**config.mk**
```make
export PLATFORM = sky130hd
export DESIGN_NAME = rf_writeback
export DESIGN_NICKNAME = d
export VERILOG_FILES = /design/src/rtl/rf_writeback.sv
export SDC_FILE = /design/constraint.sdc
export NUM_CORES = 1
export LEC_CHECK = 0
export BUFFER_PORTS_ARGS = -buffer_cell sky130_fd_sc_hd__buf_4
export CAP_MARGIN = 20
export CORE_ASPECT_RATIO = 1.4
export CORE_MARGIN = 8
export CORE_UTILIZATION = 45
export DETAILED_ROUTE_END_ITERATION = 12
export GPL_TIMING_DRIVEN = 0
export MAX_ROUTING_LAYER = met4
export PLACE_DENSITY = 0.76
export SLEW_MARGIN = 25
export SYNTH_ARGS = -nofsm -noshare
export SYNTH_HDL_FRONTEND = slang
export SYNTH_SLANG_ARGS = --single-unit
```
**constraint.sdc**
```tcl
create_clock -name clk_i -period 5.5 [get_ports clk_i]
set_input_delay 0.825 -clock clk_i [delete_from_list [all_inputs] [get_ports clk_i]]
set_output_delay 0.825 -clock clk_i [all_outputs]
set_load 0.005 [all_outputs]
```
**src/rtl/rf_writeback.sv**
```systemverilog
// Writeback sequencer for the 32x32 register file write port: ALU results win every slot,
// long-latency results are buffered in a small FIFO and drained into free slots.
module rf_writeback #(
  parameter int DEPTH = 4,
  parameter int DW    = 32,
  parameter int AW    = 5
) (
  input  logic                     clk_i,
  input  logic                     rst_i,
  input  logic                     alu_valid_i,
  input  logic [AW-1:0]            alu_adr_i,
  input  logic [DW-1:0]            alu_data_i,
  input  logic                     lu_valid_i,
  output logic                     lu_ready_o,
  input  logic [AW-1:0]            lu_adr_i,
  input  logic [DW-1:0]            lu_data_i,
  output logic [AW-1:0]            wadr_o,
  output logic [DW-1:0]            wdata_o,
  output logic [31:0]              pend_mask_o,
  output logic [$clog2(DEPTH):0]   fifo_count_o
);

  localparam int PW = $clog2(DEPTH);
  localparam int CW = PW + 1;

  logic [AW-1:0]    q_adr  [DEPTH];
  logic [DW-1:0]    q_data [DEPTH];
  logic [DEPTH-1:0] q_live;
  logic [PW-1:0]    rd_ptr;
  logic [PW-1:0]    wr_ptr;
  logic [CW-1:0]    count;

  logic          alu_win;
  logic          fifo_empty;
  logic          lu_xfer;
  logic          lu_nonzero;
  logic          bypass;
  logic          push;
  logic          push_live;
  logic          pop;
  logic [AW-1:0] wadr_nxt;
  logic [DW-1:0] wdata_nxt;

  assign alu_win    = alu_valid_i && (alu_adr_i != '0);
  assign fifo_empty = (count == '0);
  assign lu_ready_o = !rst_i && (count < CW'(DEPTH));
  assign lu_xfer    = lu_valid_i && lu_ready_o;
  assign lu_nonzero = (lu_adr_i != '0);

  // Bypass only when the slot is free and nothing older is queued, so ordering holds.
  assign bypass    = !alu_win && fifo_empty && lu_xfer && lu_nonzero;
  assign push      = lu_xfer && lu_nonzero && !bypass;
  assign push_live = !(alu_win && (lu_adr_i == alu_adr_i));
  assign pop       = !alu_win && !fifo_empty;

  always_comb begin
    wadr_nxt  = '0;
    wdata_nxt = '0;
    if (alu_win) begin
      wadr_nxt  = alu_adr_i;
      wdata_nxt = alu_data_i;
    end else if (!fifo_empty) begin
      // A dead head still burns the slot as a harmless r0 write.
      if (q_live[rd_ptr]) begin
        wadr_nxt  = q_adr[rd_ptr];
        wdata_nxt = q_data[rd_ptr];
      end
    end else if (bypass) begin
      wadr_nxt  = lu_adr_i;
      wdata_nxt = lu_data_i;
    end
  end

  always_ff @(posedge clk_i) begin
    if (push) begin
      q_adr[wr_ptr]  <= lu_adr_i;
      q_data[wr_ptr] <= lu_data_i;
    end
  end

  always_ff @(posedge clk_i) begin
    if (rst_i) begin
      q_live  <= '0;
      rd_ptr  <= '0;
      wr_ptr  <= '0;
      count   <= '0;
      wadr_o  <= '0;
      wdata_o <= '0;
    end else begin
      wadr_o  <= wadr_nxt;
      wdata_o <= wdata_nxt;
      // The live bit doubles as occupancy for the pending mask, so a pop clears it too.
      for (int i = 0; i < DEPTH; i++) begin
        if (alu_win && (q_adr[i] == alu_adr_i)) begin
          q_live[i] <= 1'b0;
        end
      end
      if (pop) begin
        q_live[rd_ptr] <= 1'b0;
        rd_ptr         <= rd_ptr + 1'b1;
      end
      if (push) begin
        q_live[wr_ptr] <= push_live;
        wr_ptr         <= wr_ptr + 1'b1;
      end
      case ({push, pop})
        2'b10:   count <= count + 1'b1;
        2'b01:   count <= count - 1'b1;
        default: count <= count;
      endcase
    end
  end

  always_comb begin
    pend_mask_o = '0;
    for (int i = 0; i < DEPTH; i++) begin
      if (q_live[i]) begin
        pend_mask_o[q_adr[i]] = 1'b1;
      end
    end
    pend_mask_o[0] = 1'b0;
  end

  assign fifo_count_o = count;

endmodule

```
==> impl_metrics.yaml <==
clocking:
  post-cts-setup-buffers: 0
  worstSkewPairLatency_ns: 0.44
  cts_buffer_depth: 2
  cts_hold_buf: 0
  path_clk_slew_ns: 0.07
  cts_buffers: 17
  ctsResizeCount: 0
  cts_root_buf: "clkbuf_16"
  htree_levels: 4
  cts_tree: "yes"
  clkSinkCount: 198
worst_setup_path:
  crit_path_frequent_cell: "buf_6"
  r2r_end: "fifo_count_o[2]"
  crit_chain: "clkbuf_1, or4_4, buf_6, o21a_1, buf_6, buf_6, nor2_1, ha_1, inv_1, fa_1, xor2_1, or3_1, a21oi_1"
  end_kind: "flop"
  critPathBufInv: 5
  crit_type: "input pin to flop"
  reg2reg_setup_slack_ns: 3.00
  critical_path.top_delay_family: "simple AND/OR/NAND/NOR gates"
  reg2regPathDepth: 11
  cp.required_ns: 5.85
  crit_path_max_fanout: 10
  startpoint_type: "input pin"
  cp.arrival_ns: 3.62
  cp_slowest_cell: "or4_4"
  r2r_start: "fifo_count_o[0]"
  max_stage_delay_ns: 0.50
min_path:
  whs_endpoint: "wr_ptr[0]"
  hold_path.startpoint: "wr_ptr[0]"
  hold_depth: 2
  hold_class: "flop to flop"
synth:
  synth_cell_types: 45
  netlist_instances: 665
  yosys.area_share.xor_xnor_pct: 2.53
  syn_avg_cell_area_um2: 14.0
  synth_edf_count: 148
  yosys_warnings: 0
  synthAdderAreaFrac_pct: 1.42
  syn_nets: 753
  synth_top_family_by_area: "compound AO/OA/AOI/OAI gates"
  yosysSeqAreaShare_pct: 58.3
  synth_compound_area_share_pct: 13.4
  ys_seq_elements: 198
  syn_area_um2: 9330
  synthSimpleGateAreaFrac_pct: 10.8
  synthFlopType: "edfxtp_1"
  ys_async_sr_fraction_pct: 0
  synth_mux_area_share_pct: 9.60
cells_and_area:
  drive_gt1_share_pct: 35.5
  syn_to_final_growth_pct: 21.5
  finalNetCount: 917
  antenna_cells: 0
  final_util_pct: 55.4
sta:
  relSlewSlack_pct: 44.0
  setup_viol: 0
  rsz0062_at_grt: "no"
  fin_crit_sh_pct: 59.4
  drv_slew: 0
  max_freq_mhz: 306
  clock_skew_ns: 0.0116
  hold_viol: 0
  tightest_slew_ns: 0.839
  min_period_ns: 3.27
  fin_setup_tns_ns: 0
floorplanning:
  die_w_um: 138
  die_h_um: 186
  rows: 62
  pin_count: 151
  core_um2: 20500
  start_util_pct: 45.6
  dieArea_um2: 25700
placed_design:
  port_buffers: 145
  routabilityCongestion: 0.899
  hpwl_mm: 17.7
drt:
  drc: 0
  drtAntennaViolNets: 0
  drtIter0Drc: 460
  post_drt_wl_per_cell_um: 23.3
  drt-total-wl_mm: 25.6
  vias: 6569
  via_per_inst: 5.98
  first_pass_iters: 5
power:
  vdd_drop_max_mv: 0.188
  p_leak_uw: 0.00398
  powerDensity_nw_per_um2: 328
flow_run:
  cap_viol_max_count: 0
grt:
  antenna_found_initial: 0
  grt_first_pass_wirelength_mm: 39.1
  grt_max_degree: 39
  grt_pass1_vias: 6815
  gr-total-overflow: 0
  grt_use_total_pct: 20.8
outcome:
  outcome: "completed"
cell usage after synthesis (11+ instances only):
library cell	n	area, µm²
a22oi_1	16	120
dfxtp_1	50	1000
buf_2	15	75.1
o22ai_1	15	93.8
nor2_1	54	203
clkbuf_1	34	128
nor3b_1	11	82.6
a221oi_2	37	556
xnor2_1	22	193
a221o_1	15	150
mux4_2	38	856
edfxtp_1	148	4440
nand2_1	14	52.6
o221ai_1	20	175
nor3_1	41	205
final cells by class:
cell class / instances / area (µm²)
fill: 1748 / 9140
inverter: 8 / 30.0
sequential: 198 / 5450
timing repair buffer: 145 / 1090
buffer: 64 / 332
clock buffer: 18 / 429
clock inverter: 14 / 148
tap: 256 / 320
multi-input combinational: 395 / 3550
cells by family (layout without fill, tap and decap cells):
kind of cell	after synthesis	in the layout
adder cells (fa/ha/maj)	10	10
XOR/XNOR	27	27
flip-flops	198	198
AO/OA/AOI/OAI	127	127
other	1	1
buffers and inverters	72	249
multiplexers	42	42
AND/OR/NAND/NOR	188	188
through the flow:
step / instance area, µm² / std cells / setup slack [ns] / power [µW] / hold slack, ns
6_report: 11300 / 1098 / 2.23 / 3720 / 0.540
5_1_grt: 11300 / 1098 / 2.15 / 3870 / 0.570
4_1_cts: 11300 / 1098 / 2.26 / 3750 / 0.531
3_5_place_dp: 10800 / 1066 / 1.85 / 2540 / 0.522
3_3_place_gp: 10700 / 1066 / 1.46 / 2530 / 0.500
2_1_floorplan: 9330 / 665 / 2.14 / 2280 / 0.484
how the worst max path moves through the flow:
stage                 startpoint         endpoint  slack, ns  depth (start not counted)
CTS                 alu_adr_i[4]  fifo_count_o[2]       2.26                         13
finish              alu_adr_i[4]  fifo_count_o[2]       2.23                         13
global route        alu_adr_i[4]  fifo_count_o[2]       2.15                         13
floorplan           alu_adr_i[2]  fifo_count_o[2]       2.14                         13
detailed placement  alu_adr_i[4]  fifo_count_o[2]       1.85                         13
global placement    alu_adr_i[4]    q_data[2][12]       1.46                          4
routing by layer:
metal  share of wire [%]  vias to the layer above  track usage (%)
li1                    -                     2987                -
met1                  38                     3274             23.4
met2                  53                      249             35.1
met3                 5.4                       59             3.74
met4                 3.5                        0             9.21
met5                   0                        -                -
placed cells by master, fill, tap and decap left out, drive strengths merged, types with 2 or more instances in the layout:
master / count
o211ai: 4
clkbuf: 53
clkinv: 3
nor2: 54
edfxtp: 148
xnor2: 22
xor2: 5
and3: 10
or3b: 8
ha: 9
nand3b: 10
dfxtp: 50
o221ai: 20
nor3b: 11
o21ai: 7
a21oi: 8
mux2i: 4
and3b: 6
nand4: 4
buf: 174
nand2: 14
nor4: 3
and2: 2
o21a: 2
nor3: 41
a221o: 15
a221oi: 37
nor2b: 4
mux4: 38
or3: 5
o22ai: 15
inv: 19
or2: 5
nand3: 10
a22oi: 16
sequential cells by signal (all words and copies together), names as in the netlist, named ones only:
name and cells:
fifo_count_o 3, wadr_o 5, q_adr 20, q_live 4, q_data 128, wdata_o 32, wr_ptr 2, rd_ptr 2
where the power goes:
| part | switching [µW] | internal [µW] |
|---|---|---|
| combinational | 421 | 358 |
| sequential | 37.4 | 1690 |
| clock | 604 | 610 |
| total | 1060 | 2660 |
worst register-to-register path, delay by kind of cell, from the launching register on:
family | cells | cell delay (ns)
and+or+nand+nor | 3 | 0.70
adders and majority gates | 2 | 0.55
AOI/OAI and AO/OA | 2 | 0.40
DFF | 1 | 0.33
buffers and inverters | 3 | 0.29
xor gates and xnor gates | 1 | 0.16
Note: power is estimated with default switching activity, not from simulation.
